**config.mk**
```make
export PLATFORM = sky130hd
export DESIGN_NAME = tft_timing_gen
export DESIGN_NICKNAME = d
export VERILOG_FILES = /design/src/rtl/tft_timing_pkg.sv /design/src/rtl/tft_axis_counter.sv /design/src/rtl/tft_timing_gen.sv
export SDC_FILE = /design/constraint.sdc
export NUM_CORES = 1
export LEC_CHECK = 0
export CORE_MARGIN = 10
export CORE_UTILIZATION = 56
export DETAILED_ROUTE_END_ITERATION = 10
export PLACE_DENSITY = 0.83
export SLEW_MARGIN = 5
export SYNTH_ARGS = -nofsm -noshare
export SYNTH_HDL_FRONTEND = slang
export SYNTH_SLANG_ARGS = --single-unit
```
**constraint.sdc**
```tcl
create_clock -name clk -period 7.55 [get_ports clk]
set_clock_uncertainty 0.1 [all_clocks]
set_input_delay 2.265 -clock clk [delete_from_list [all_inputs] [get_ports clk]]
set_output_delay 2.265 -clock clk [all_outputs]
set_load 0.05 [all_outputs]
```
**src/rtl/tft_timing_pkg.sv**
```systemverilog
// rtl/tft_timing_pkg.sv - shared TFT panel timing constants and helpers
// Also imported by the ball and paddle renderers.
package tft_timing_pkg;

    localparam int unsigned CNT_W = 10;
    localparam int unsigned PIX_W = 9;

    localparam int unsigned H_SYNC_DEF   = 41;
    localparam int unsigned H_BP_DEF     = 3;
    localparam int unsigned H_ACTIVE_DEF = 480;
    localparam int unsigned H_FP_DEF     = 1;
    localparam int unsigned H_TOTAL_DEF  = H_SYNC_DEF + H_BP_DEF + H_ACTIVE_DEF + H_FP_DEF;
    localparam int unsigned H_ACT_START_DEF = H_SYNC_DEF + H_BP_DEF;
    localparam int unsigned H_ACT_END_DEF   = H_ACT_START_DEF + H_ACTIVE_DEF - 1;

    localparam int unsigned V_SYNC_DEF   = 10;
    localparam int unsigned V_BP_DEF     = 3;
    localparam int unsigned V_ACTIVE_DEF = 272;
    localparam int unsigned V_FP_DEF     = 1;
    localparam int unsigned V_TOTAL_DEF  = V_SYNC_DEF + V_BP_DEF + V_ACTIVE_DEF + V_FP_DEF;
    localparam int unsigned V_ACT_START_DEF = V_SYNC_DEF + V_BP_DEF;
    localparam int unsigned V_ACT_END_DEF   = V_ACT_START_DEF + V_ACTIVE_DEF - 1;

    function automatic logic [CNT_W-1:0] to_cnt(input int unsigned v);
        return CNT_W'(v);
    endfunction

endpackage

```
**src/rtl/tft_axis_counter.sv**
```systemverilog
// rtl/tft_axis_counter.sv - wrap counter with carry-out and sync/active decode
// Exposes next-state values so the top can register its decodes in step with cnt.
module tft_axis_counter
    import tft_timing_pkg::*;
#(
    parameter int unsigned TOTAL     = H_TOTAL_DEF,
    parameter int unsigned SYNC      = H_SYNC_DEF,
    parameter int unsigned ACT_START = H_ACT_START_DEF,
    parameter int unsigned ACT_END   = H_ACT_END_DEF
) (
    input  logic             clk,
    input  logic             rst,
    input  logic             step,
    output logic [CNT_W-1:0] cnt,
    output logic [CNT_W-1:0] cnt_next,
    output logic             sync_n,
    output logic             carry,
    output logic             active_next,
    output logic             last_next
);

    localparam logic [CNT_W-1:0] LAST_C  = to_cnt(TOTAL - 1);
    localparam logic [CNT_W-1:0] SYNC_C  = to_cnt(SYNC);
    localparam logic [CNT_W-1:0] START_C = to_cnt(ACT_START);
    localparam logic [CNT_W-1:0] END_C   = to_cnt(ACT_END);

    logic [CNT_W-1:0] cnt_q, cnt_d;
    logic             sync_q, sync_d;

    always_comb begin
        carry = step && (cnt_q == LAST_C);
        cnt_d = cnt_q;
        if (carry) begin
            cnt_d = '0;
        end else if (step) begin
            cnt_d = cnt_q + CNT_W'(1);
        end
        sync_d = (cnt_d >= SYNC_C);
    end

    always_ff @(posedge clk) begin
        if (rst) begin
            cnt_q  <= '0;
            sync_q <= 1'b0;
        end else begin
            cnt_q  <= cnt_d;
            sync_q <= sync_d;
        end
    end

    assign cnt         = cnt_q;
    assign sync_n      = sync_q;
    assign cnt_next    = cnt_d;
    assign active_next = (cnt_d >= START_C) && (cnt_d <= END_C);
    assign last_next   = (cnt_d == LAST_C);

endmodule

```
**src/rtl/tft_timing_gen.sv**
```systemverilog
// rtl/tft_timing_gen.sv - TFT panel raster timing generator
// All outputs are registered from the same next-count so they never skew.
module tft_timing_gen
    import tft_timing_pkg::*;
#(
    parameter int unsigned H_SYNC   = H_SYNC_DEF,
    parameter int unsigned H_BP     = H_BP_DEF,
    parameter int unsigned H_ACTIVE = H_ACTIVE_DEF,
    parameter int unsigned H_FP     = H_FP_DEF,
    parameter int unsigned V_SYNC   = V_SYNC_DEF,
    parameter int unsigned V_BP     = V_BP_DEF,
    parameter int unsigned V_ACTIVE = V_ACTIVE_DEF,
    parameter int unsigned V_FP     = V_FP_DEF
) (
    input  logic             clk,
    input  logic             rst,
    input  logic             en,
    output logic [CNT_W-1:0] hcnt,
    output logic [CNT_W-1:0] vcnt,
    output logic             de,
    output logic             hsync,
    output logic             vsync,
    output logic [PIX_W-1:0] pix_x,
    output logic [PIX_W-1:0] pix_y,
    output logic             frame_end
);

    localparam int unsigned H_TOTAL = H_SYNC + H_BP + H_ACTIVE + H_FP;
    localparam int unsigned V_TOTAL = V_SYNC + V_BP + V_ACTIVE + V_FP;
    localparam int unsigned H_START = H_SYNC + H_BP;
    localparam int unsigned V_START = V_SYNC + V_BP;
    localparam logic [CNT_W-1:0] H_START_C = to_cnt(H_START);
    localparam logic [CNT_W-1:0] V_START_C = to_cnt(V_START);

    logic [CNT_W-1:0] h_next, v_next, h_off, v_off;
    logic             h_carry, v_carry_unused;
    logic             h_act_next, v_act_next, h_last_next, v_last_next;

    logic             de_q, de_d;
    logic [PIX_W-1:0] pix_x_q, pix_x_d, pix_y_q, pix_y_d;
    logic             frame_end_q, frame_end_d;

    tft_axis_counter #(
        .TOTAL(H_TOTAL), .SYNC(H_SYNC), .ACT_START(H_START), .ACT_END(H_START + H_ACTIVE - 1)
    ) u_h (
        .clk(clk), .rst(rst), .step(en),
        .cnt(hcnt), .cnt_next(h_next), .sync_n(hsync), .carry(h_carry),
        .active_next(h_act_next), .last_next(h_last_next)
    );

    tft_axis_counter #(
        .TOTAL(V_TOTAL), .SYNC(V_SYNC), .ACT_START(V_START), .ACT_END(V_START + V_ACTIVE - 1)
    ) u_v (
        .clk(clk), .rst(rst), .step(h_carry),
        .cnt(vcnt), .cnt_next(v_next), .sync_n(vsync), .carry(v_carry_unused),
        .active_next(v_act_next), .last_next(v_last_next)
    );

    always_comb begin
        h_off       = h_next - H_START_C;
        v_off       = v_next - V_START_C;
        de_d        = h_act_next && v_act_next;
        pix_x_d     = de_d ? h_off[PIX_W-1:0] : '0;
        pix_y_d     = de_d ? v_off[PIX_W-1:0] : '0;
        // Held (en=0) cycles must not repeat the strobe even when parked on the last count.
        frame_end_d = en && h_last_next && v_last_next;
    end

    always_ff @(posedge clk) begin
        if (rst) begin
            de_q        <= 1'b0;
            pix_x_q     <= '0;
            pix_y_q     <= '0;
            frame_end_q <= 1'b0;
        end else begin
            de_q        <= de_d;
            pix_x_q     <= pix_x_d;
            pix_y_q     <= pix_y_d;
            frame_end_q <= frame_end_d;
        end
    end

    assign de        = de_q;
    assign pix_x     = pix_x_q;
    assign pix_y     = pix_y_q;
    assign frame_end = frame_end_q;

endmodule

```
==> implementation parameters, run 1 <==
Parameter                              Value

Power
  Fraction of power spent switching nets    about a quarter
  Static leakage power    ~1.1 nW
  Comb power frac    under 10%
  Clk pwr share    between 30% and 40%
  Pwr per Cell Area    roughly 130 mW/mm²
  Worst IR drop on VDD    slightly below 0.0001 V
  Net switching power of the design    around 0.000095 W
  Reg power frac    between 50% and 60%
  Internal power    roughly 0.0003 W

Worst setup path
  Slowest cell on the critical path    clkdlybuf4s50_1
  Endpoint arrival time on the critical path    5.77 ns
  Req. time, crit path    approximately 7.7 ns
  Max stage delay on crit path    about 0.71 ns
  Critical path class    input pin to flop
  Worst path most repeated cell    nor3_1
  Setup crit end kind    flop
  Largest fanout on the critical path    19
  Cell Chain, Critical Path    clkdlybuf4s50_1 -> nand3_1 -> nor3_4 -> nand2_1 -> o21a_1 -> ha_1 -> nor2b_1 -> nor3_1 -> o2111ai_4 -> nor3_1
  Type of element launching the critical path    input pin
  Depth of the most critical reg-to-reg path    9

Floorplan
  Count of standard-cell rows    23
  Area of the die    0.00739 mm²
  # IOs    45
  Starting density of the core    about three fifths
  Die extent in y    around 86 µm
  Die outline width    86.0 µm
  Core outline area    between 0.004 and 0.005 mm²

Timing
  Final Cycle Share    between 70% and 80%
  Final setup violating endpoints    0
  Max-Slew Margin vs Limit    52.5%
  Hold Vio Cnt, Final    0
  Setup_tns    0 ns
  Count of pins over their slew limit    0
  Timing-limited maximum frequency    roughly 0.18 GHz
  Minimum clock period after layout    approximately 5.7 ns
  Setup repair after global routing missed its margin    no
  Final worst setup slack    ~1.9 ns
  Pin slew with the least headroom to its limit    ~0.7 ns

Yosys
  Gate count of the mapped netlist    293
  Share of synthesized area occupied by flip-flops and latches    approximately a third
  Adder and majority cell fraction of the synthesized area    4.62%
  Synth async-reset ratio    0%
  Mux cell area share after synthesis    2.05%
  Synth Area in Simple Gates    between 20% and 30%
  Yosys Warn Count    0
  Average cell area after synthesis    around 8.3 µm²
  Compound-cell area share of the yosys netlist    14.1%
  Synth unique cells    51
  Count of flip-flops with a built-in enable after synthesis    0
  Largest family of logic cells by synthesized area    simple AND/OR/NAND/NOR gates
  Synthesized net count    305
  XOR/XNOR Fraction of Synth Area    approximately 11%
  Most frequently used flop master after synthesis    dfxtp_1
  Flip-flop and latch count after synthesis    42
  Netlist Area Pre-Place    roughly 0.0024 mm²

Cells and area
  Fraction of layout instances using a drive strength above 1    under 10%
  Diodes inserted    0
  Layout area overhead    20.5%
  # fillers    around 340
  Area taken by flip-flops and latches    roughly 840 µm²
  Total area of multi-input combinational cells    between 0.001 and 0.0015 mm²
  Final net count    336

Min path
  Min-Delay Path Class    flop to flop
  Number of stages on the worst hold path    2

Clock network
  Total CTS buffers    5
  Post-CTS setup buffer count    0
  CTS tree    yes
  # clock sinks    42
  Number of hold-repair buffers added at the cts stage    0
  Clock Tree Root    clkbuf_8
  Post-CTS Resized    0
  Clock insertion delay at the later pin of the skew report    0.30 ns
  Clock-pin slew on the worst setup and hold paths    0.08 ns
  Total number of H-tree levels    2
  CTS Buffer Depth    2

GRT
  Largest net degree at the start of global routing    24
  Number of antenna violations at the first check in global routing    0
  GRT Overall Usage    17.2%
  First-pass GRT wire length    10400 µm
  Final global-route overflow total    0
  Vias in the first global route    between 2000 and 2500

Detailed routing
  Final WL    approximately 6300 µm
  Post-route DRC    0
  Number of detailed-route iterations in the first pass    5
  Wire length per cell    about 17 µm
  Total via count after detailed routing    around 2300
  Post-route ant nets    0
  Initial DRC count    240
  Post-DR vias/cell    6.02

Run status
  Status    completed

Placement
  Final RePlAce weighted congestion    0.924
  HPWL after detailed placement    roughly 4700 µm
  Setup slack after placement    1.64 ns
  # port buffers    44

Job
  Max capacitance violation total    0
[placed cells by master (no fill, tap or decap), drive strengths merged, types with 2 or more instances in the layout]
| master | count |
|---|---|
| a21o | 2 |
| a21oi | 8 |
| a31o | 2 |
| a31oi | 2 |
| and2 | 2 |
| and3 | 5 |
| and4 | 2 |
| clkbuf | 6 |
| clkdlybuf4s50 | 44 |
| clkinv | 2 |
| dfxtp | 42 |
| ha | 9 |
| inv | 11 |
| mux2i | 5 |
| nand2 | 17 |
| nand3 | 16 |
| nand3b | 3 |
| nand4 | 7 |
| nor2 | 43 |
| nor2b | 5 |
| nor3 | 16 |
| nor4 | 4 |
| o211ai | 2 |
| o21a | 6 |
| o21ai | 8 |
| o311ai | 2 |
| o31ai | 3 |
| xnor2 | 19 |
| xor2 | 13 |
[Yosys cell counts (2+ instances only)]
cell | instances | area (µm²)
o21a_1 | 6 | 45.0
buf_2 | 3 | 15.0
o21ai_0 | 8 | 40.0
nor2_1 | 43 | 161
nand2_1 | 17 | 63.8
mux2i_1 | 5 | 50.1
nor4_1 | 3 | 18.8
clkbuf_1 | 16 | 60.1
and3_1 | 5 | 31.3
a31oi_1 | 2 | 12.5
a31o_2 | 2 | 17.5
o311ai_0 | 2 | 17.5
nor3_1 | 15 | 75.1
and4_1 | 2 | 17.5
nand4_1 | 7 | 43.8
buf_6 | 2 | 22.5
a21oi_1 | 8 | 40.0
nand3_1 | 16 | 80.1
xnor2_1 | 19 | 166
inv_1 | 11 | 41.3
a21o_1 | 2 | 15.0
nor2b_1 | 4 | 25.0
nand3b_1 | 3 | 22.5
xor2_1 | 13 | 114
and2_1 | 2 | 12.5
ha_1 | 9 | 113
o31ai_1 | 3 | 22.5
dfxtp_1 | 42 | 841
[sequential cells by signal (all words and copies together) (netlist names)]
signal / flops
frame_end: 1
pix_x: 9
u_v.cnt: 10
pix_y: 9
u_v.sync_n: 1
u_h.sync_n: 1
de: 1
u_h.cnt: 10
[cell type report]
| type | count | share of cell area [%] |
|---|---|---|
| Multi-Input combinational cell | 219 | 49.7 |
| Sequential cell | 42 | 28.6 |
| Timing Repair Buffer | 45 | 15.2 |
| Clock buffer | 6 | 2.47 |
| Tap cell | 50 | 2.13 |
| Inverter | 11 | 1.41 |
| Clock inverter | 2 | 0.468 |
[cells by family (layout without fill, tap and decap cells)]
logic type,count (synthesis),after routing
simple gates,128,128
compound gates,45,45
flops,42,42
xor+xnor,32,32
buf+inv,32,64
fa+ha+maj,9,9
mux,5,5
[worst max-delay path: cells and delay by family]
| family | cells | cell delay, ns |
|---|---|---|
| buffers and inverters | 1 | 0.71 |
| AOI/OAI and AO/OA | 2 | 0.65 |
| and+or+nand+nor | 6 | 1.87 |
| adders and majority gates | 1 | 0.27 |
[routing by layer]
layer  track usage (%)  part of all wire (%)  vias up
met5                 0                     0        -
met4              7.04                   2.5        0
met3              7.10                    11       17
met2              29.7                    49      117
met1              18.0                    38     1044
li1                  -                     -     1079
[power by group through the flow]
stage	Clock, W	Combinational [W]	Sequential (W)
floorplan	0	0.00000968	0.000234
global placement	0	0.0000196	0.000231
detailed placement	0	0.0000199	0.000231
CTS	0.000146	0.0000199	0.000225
global route	0.000155	0.0000216	0.000226
finish	0.000144	0.0000201	0.000225
[through the flow]
step                      util [%]  std cells  area [µm²]  total power [W]  hold slack, ns
after floorplan                  -        293        2440         0.000243           0.722
after global placement        69.3        367        2850         0.000250           0.531
after detailed placement      69.3        367        2850         0.000251           0.552
after CTS                     71.4        375        2940         0.000391           0.563
after global routing          71.4        375        2940         0.000403           0.608
final                         71.4        375        2940         0.000390           0.557
[final timing paths]
path,startpoint,endpoint,slack [ns]
worst max-delay path,en,pix_y[3],1.90
worst min-delay path,u_h.cnt[8],u_h.cnt[8],0.56
worst max register to register,u_h.cnt[6],pix_y[3],3.99
worst min register to register,u_h.cnt[8],u_h.cnt[8],0.56
No activity file was read; power rests on OpenSTA's default activity.
==> run 2, diff against run 1 <==
--- a/config.mk
+++ b/config.mk
@@ -6,9 +6,9 @@
 export NUM_CORES = 1
 export LEC_CHECK = 0
 export CORE_MARGIN = 10
-export CORE_UTILIZATION = 56
+export CORE_UTILIZATION = 52
 export DETAILED_ROUTE_END_ITERATION = 10
-export PLACE_DENSITY = 0.83
+export PLACE_DENSITY = 0.77
 export SLEW_MARGIN = 5
 export SYNTH_ARGS = -nofsm -noshare
 export SYNTH_HDL_FRONTEND = slang
==> constraint.sdc (replaced) <==
create_clock -name clk -period 5.9 [get_ports clk]
set_clock_uncertainty 0.1 [all_clocks]
set_input_delay 1.77 -clock clk [delete_from_list [all_inputs] [get_ports clk]]
set_output_delay 1.77 -clock clk [all_outputs]
set_load 0.05 [all_outputs]
==> implementation parameters, run 2 (synthesis results as in run 1) <==
Parameter                              Value

Placement
  HPWL after detailed placement    4600 µm (was 4660 µm)
  # port buffers    44 (unchanged)
  Final RePlAce weighted congestion    0.849 (was 0.924)

Min path
  Source of the worst hold timing path    u_h.cnt[8] (unchanged)
  Number of stages on the worst hold path    2 (unchanged)
  Min-Delay Path Class    flop to flop (unchanged)
  Hold EP    u_h.cnt[8] (unchanged)

GRT
  M1 GR Usage    18.9% (was 18.0%)
  Largest net degree at the start of global routing    24 (unchanged)
  GRT Overall Usage    16.7% (was 17.2%)
  First-pass GRT wire length    10500 µm (was 10400 µm)
  Final global-route overflow total    0 (unchanged)
  Met2 usage in global routing    28.9% (was 29.7%)
  Met3 usage in global routing    5.42% (was 7.10%)
  Number of antenna violations at the first check in global routing    0 (unchanged)
  Vias in the first global route    2158 (was 2193)
  Global route hottest layer    met2 (unchanged)

Clock network
  Clock Tree Root    clkbuf_8 (unchanged)
  CTS tree    yes (unchanged)
  Total CTS buffers    5 (unchanged)
  Post-CTS Resized    0 (unchanged)
  Number of hold-repair buffers added at the cts stage    0 (unchanged)
  Total number of H-tree levels    2 (unchanged)
  Post-CTS setup buffer count    0 (unchanged)
  Clock-pin slew on the worst setup and hold paths    0.08 ns (about the same)
  CTS Buffer Depth    2 (unchanged)
  Clock insertion delay at the later pin of the skew report    0.30 ns (about the same)
  # clock sinks    42 (unchanged)

Cells and area
  Fraction of layout instances using a drive strength above 1    6.75% (was 6.15%)
  Final net count    337 (was 336)
  Layout area overhead    23.0% (was 20.5%)
  Diodes inserted    0 (unchanged)
  Top library cells by usage in the layout, fill and taps aside    clkdlybuf4s50_1, nor2_1, dfxtp_1 (unchanged)
  Most common library cell in the layout ignoring fill and taps    clkdlybuf4s50_1 (unchanged)

Power
  Worst IR drop on VDD    0.000145 V (was 0.0000971 V)
  Static leakage power    1.10 nW (was 1.07 nW)
  Overall power consumption    0.000585 W (was 0.000390 W)
  Pwr per Cell Area    195 mW/mm² (was 133 mW/mm²)

Detailed routing
  Post-DR vias/cell    5.69 (was 6.02)
  Wire length per cell    16.3 µm (was 16.8 µm)
  Post-route ant nets    0 (unchanged)
  Total via count after detailed routing    2149 (was 2257)
  Initial DRC count    129 (was 240)
  Final WL    6150 µm (was 6310 µm)
  Number of detailed-route iterations in the first pass    4 (was 5)
  Post-route DRC    0 (unchanged)

Worst setup path
  Critical path class    input pin to flop (unchanged)
  Endpoint arrival time on the critical path    5.24 ns (was 5.77 ns)
  Launch point of the worst path    en (unchanged)
  Setup slack on the worst flop-to-flop path    2.13 ns (was 3.99 ns)
  Setup crit end kind    flop (unchanged)
  Type of element launching the critical path    input pin (unchanged)
  Largest fanout on the critical path    19 (unchanged)
  Depth of the most critical reg-to-reg path    14 (was 9)
  Req. time, crit path    6.01 ns (was 7.67 ns)
  Worst R2R End    pix_y[3] (unchanged)
  Worst reg2reg path startpoint    u_h.cnt[0] (was u_h.cnt[6])

Timing
  Final Cycle Share    86.9%
  Pin slew with the least headroom to its limit    0.661 ns (was 0.710 ns)
  Final setup violating endpoints    0 (unchanged)
  Count of pins over their slew limit    0 (unchanged)
  Worst hold margin    0.560 ns (was 0.557 ns)
  Setup repair after global routing missed its margin    no (unchanged)
  Timing-limited maximum frequency    ~0.20 GHz
  Max-Slew Margin vs Limit    55.9% (was 52.5%)
  Hold Vio Cnt, Final    0 (unchanged)
  Minimum clock period after layout    just over 5 ns
  Setup_tns    0 ns (unchanged)

Run status
  Status    completed (unchanged)

Floorplan
  Area of the die    0.00783 mm² (was 0.00739 mm²)
  Core outline area    0.00444 mm² (was 0.00412 mm²)
  Count of standard-cell rows    24 (was 23)
  Die extent in y    88.5 µm (was 86.0 µm)
  Die outline width    88.5 µm (was 86.0 µm)
  Starting density of the core    54.9% (was 59.3%)
  # IOs    45 (unchanged)

Job
  Max capacitance violation total    0 (unchanged)
## run 2: cell count changes in the layout (fill, tap and decap cells not counted), sizes merged
cell and change:
buf +1, clkbuf -1, bufinv +2, clkinv -1
## run 2: worst max-delay path, cell delays in order
cell	delay [ns]
clkdlybuf4s50_1	0.61
nand3_1	0.35
nor3_4	0.08
buf_4	0.21
nor2_1	0.20
ha_1	0.32
nor2b_1	0.07
a21oi_1	0.12
o221a_2	0.23
inv_1	0.09
a311oi_1	0.44
o2111ai_4	0.44
nor3_1	0.28
## run 2: worst max path at each step
stage	cells past startpoint	slack, ns	endpoint
4_1_cts	13	0.79	pix_y[3]
6_report	13	0.77	pix_y[3]
3_3_place_gp	13	0.54	pix_y[3]
3_5_place_dp	13	0.48	pix_y[3]
2_1_floorplan	12	1.46	pix_x[1]
5_1_grt	13	0.49	pix_y[3]
## run 2: area by class of cell
type | instances | area (µm²)
multi-input combinational | 219 | 1460
clock buffer | 5 | 68.8
clock inverter | 3 | 68.8
tap | 52 | 65.1
sequential | 42 | 841
inverter | 11 | 41.3
fill | 393 | 1450
timing repair buffer | 46 | 455
## run 2: report_power, final
| group | switching, W | internal (W) | total, W |
|---|---|---|---|
| clock | 0.000102 | 0.000170 | 0.000271 |
| sequential | 0.00000373 | 0.000285 | 0.000288 |
| combinational | 0.0000162 | 0.00000923 | 0.0000255 |
## run 2: metrics by stage
stage | cell area, µm² | setup WS, ns | instances | util (%)
after floorplan | 2440 | 1.46 | 293 | -
after global placement | 2860 | 0.539 | 370 | 64.4
after detailed placement | 2860 | 0.483 | 370 | 64.4
after CTS | 3000 | 0.794 | 378 | 67.5
after global routing | 3000 | 0.489 | 378 | 67.5
final | 3000 | 0.775 | 378 | 67.5
## run 2: per-layer routing
metal  routed length, µm  part of all wire (%)
met5                   0                     0
met4                 139                   2.3
met3                 383                   6.2
met2                2960                    48
met1                2670                    43
==> run 3, diff against run 2 <==
--- a/config.mk
+++ b/config.mk
@@ -8,6 +8,7 @@
 export CORE_MARGIN = 10
 export CORE_UTILIZATION = 52
 export DETAILED_ROUTE_END_ITERATION = 10
+export GPL_ROUTABILITY_DRIVEN = 0
 export PLACE_DENSITY = 0.77
 export SLEW_MARGIN = 5
 export SYNTH_ARGS = -nofsm -noshare
==> implementation parameters, run 3 (synthesis results as in run 1) <==
Parameter                              Value

Run status
  Status    completed (unchanged)

Clock network
  Total CTS buffers    5 (unchanged)
  Post-CTS setup buffer count    0 (unchanged)
  # clock sinks    42 (unchanged)
  Clock insertion delay at the later pin of the skew report    0.30 ns (about the same)
  Number of hold-repair buffers added at the cts stage    0 (unchanged)
  Clock-pin slew on the worst setup and hold paths    0.08 ns (about the same)
  Total number of H-tree levels    2 (unchanged)
  Clock Tree Root    clkbuf_8 (unchanged)
  CTS tree    yes (unchanged)
  CTS Buffer Depth    2 (unchanged)
  Post-CTS Resized    0 (unchanged)

Worst setup path
  Type of element launching the critical path    input pin (unchanged)
  Buffers & Inverters on Critical Path    3 (unchanged)
  Req. time, crit path    6.02 ns (was 6.01 ns)
  Setup crit end kind    flop (unchanged)
  Cell Chain, Critical Path    clkdlybuf4s50_1 -> nand3_1 -> nor3_4 -> buf_4 -> nor2_1 -> ha_1 -> nor2b_1 -> a21oi_1 -> o221a_2 -> inv_1 -> a311oi_1 -> o2111ai_4 -> nor3_1 (unchanged)
  Endpoint arrival time on the critical path    5.09 ns (was 5.24 ns)
  Top Family by Delay on Critical Path    compound AO/OA/AOI/OAI gates (unchanged)
  Slowest cell on the critical path    clkdlybuf4s50_1 (unchanged)
  Max stage delay on crit path    0.61 ns (about the same)
  Largest fanout on the critical path    19 (unchanged)
  Critical path class    input pin to flop (unchanged)
  Setup slack on the worst flop-to-flop path    2.33 ns (was 2.13 ns)

Timing
  Setup_tns    0 ns (unchanged)
  Setup repair after global routing missed its margin    no (unchanged)
  Timing-limited maximum frequency    0.201 GHz (was 0.195 GHz)
  Pin slew with the least headroom to its limit    0.595 ns (was 0.661 ns)
  Final setup violating endpoints    0 (unchanged)
  Max-Slew Margin vs Limit    60.3% (was 55.9%)
  Final Cycle Share    84.3% (was 86.9%)
  Count of pins over their slew limit    0 (unchanged)
  Hold Vio Cnt, Final    0 (unchanged)
  Minimum clock period after layout    4.97 ns (was 5.13 ns)

Cells and area
  Finished layout cell area    0.00296 mm² (was 0.00300 mm²)
  Post-route core utilization    66.7% (was 67.5%)
  Top library cells by usage in the layout, fill and taps aside    clkdlybuf4s50_1, nor2_1, dfxtp_1 (unchanged)
  Diodes inserted    0 (unchanged)
  Most common library cell in the layout ignoring fill and taps    clkdlybuf4s50_1 (unchanged)
  Fraction of layout instances using a drive strength above 1    7.01% (was 6.75%)
  Post-route non-filler standard cell count    380 (was 378)
  Final net count    339 (was 337)
  Layout area overhead    21.5% (was 23.0%)
  # fillers    388 (was 393)

GRT
  First-pass GRT wire length    10100 µm (was 10500 µm)
  Final global-route overflow total    0 (unchanged)
  Largest net degree at the start of global routing    24 (unchanged)
  Vias in the first global route    2169 (was 2158)
  Number of antenna violations at the first check in global routing    0 (unchanged)
  GRT Overall Usage    16.2% (was 16.7%)

Power
  Internal power    0.000377 W (was 0.000463 W)
  Static leakage power    1.09 nW (was 1.10 nW)
  Overall power consumption    0.000499 W (was 0.000585 W)
  Worst IR drop on VDD    0.000151 V (was 0.000145 V)
  Comb power frac    5.2% (was 4.4%)
  Fraction of power spent switching nets    24.4% (was 20.8%)
  Pwr per Cell Area    168 mW/mm² (was 195 mW/mm²)
  Clk pwr share    37.1% (was 46.3%)
  Net switching power of the design    0.000122 W (about the same)
  Reg power frac    57.7% (was 49.3%)

Placement
  Cell Count Post-Placement    372 (was 370)
  # port buffers    44 (unchanged)
  Placed Area    0.00288 mm² (was 0.00286 mm²)
  HPWL after detailed placement    4500 µm (was 4600 µm)

Detailed routing
  Number of detailed-route iterations in the first pass    5 (was 4)
  Post-DR vias/cell    5.79 (was 5.69)
  Post-route DRC    0 (unchanged)
  Final WL    6110 µm (was 6150 µm)
  Post-route ant nets    0 (unchanged)
  Total via count after detailed routing    2201 (was 2149)
  Initial DRC count    194 (was 129)
  Met1 Wirelength    2530 µm (was 2670 µm)
  Wire length per cell    16.1 µm (was 16.3 µm)
  WL met2    3040 µm (was 2960 µm)
  Max Used Layer    met4 (unchanged)
  WL met3    446 µm (was 383 µm)

Floorplan
  Count of standard-cell rows    24 (unchanged)
  Die outline width    88.5 µm (unchanged)
  Starting density of the core    54.9% (unchanged)
  # IOs    45 (unchanged)
  Die extent in y    88.5 µm (unchanged)
  Core outline area    0.00444 mm² (unchanged)
  Area of the die    0.00783 mm² (unchanged)

Min path
  Min-Delay Path Class    flop to flop (unchanged)

Job
  Max capacitance violation total    0 (unchanged)
## run 3: cell types whose count changed in the layout (fill, tap and decap cells not counted)
cell	change
buf_4	+2
clkinv_2	+1
clkbuf_1	+1
bufinv_16	-2
## run 3: tightest hold or removal path: stages, from the launching register on
cell and delay, ns:
dfxtp_1 0.40, xnor2_1 0.19, nor2_1 0.04
## run 3: power by group through the flow
stage / clock [W] / combinational (W) / sequential, W
after global placement: 0 / 0.0000253 / 0.000295
after floorplan: 0 / 0.0000124 / 0.000299
after CTS: 0.000187 / 0.0000258 / 0.000288
after detailed placement: 0 / 0.0000256 / 0.000295
after global routing: 0.000197 / 0.0000285 / 0.000289
final: 0.000185 / 0.0000258 / 0.000288
## run 3: path summary, 6_finish.rpt
path                                    to  startpoint  depth (start not counted)
worst max-delay path              pix_y[3]          en                         13
worst min-delay path            u_h.cnt[8]  u_h.cnt[8]                          2
worst max register to register    pix_y[3]  u_h.cnt[0]                         14
worst min register to register  u_h.cnt[8]  u_h.cnt[8]                          2
## run 3: stage by stage
step	hold WS, ns	worst slack (ns)
finish	0.555	0.928
floorplan	0.722	1.46
CTS	0.565	0.956
global route	0.592	0.583
global placement	0.525	0.783
detailed placement	0.535	0.649
## run 3: routing by layer
layer	GRT usage, %	up-vias
met5	0	-
met4	6.17	0
met3	5.24	9
met2	28.4	73
met1	17.8	1030
li1	-	1089
## run 3: cell type report
type	instances	area, µm²	share of cell area, %
inverter	11	41.3	1.39
sequential	42	841	28.4
timing repair buffer	48	470	15.9
multi-input combinational	219	1460	49.2
clock inverter	2	13.8	0.465
clock buffer	6	72.6	2.45
tap	52	65.1	2.20
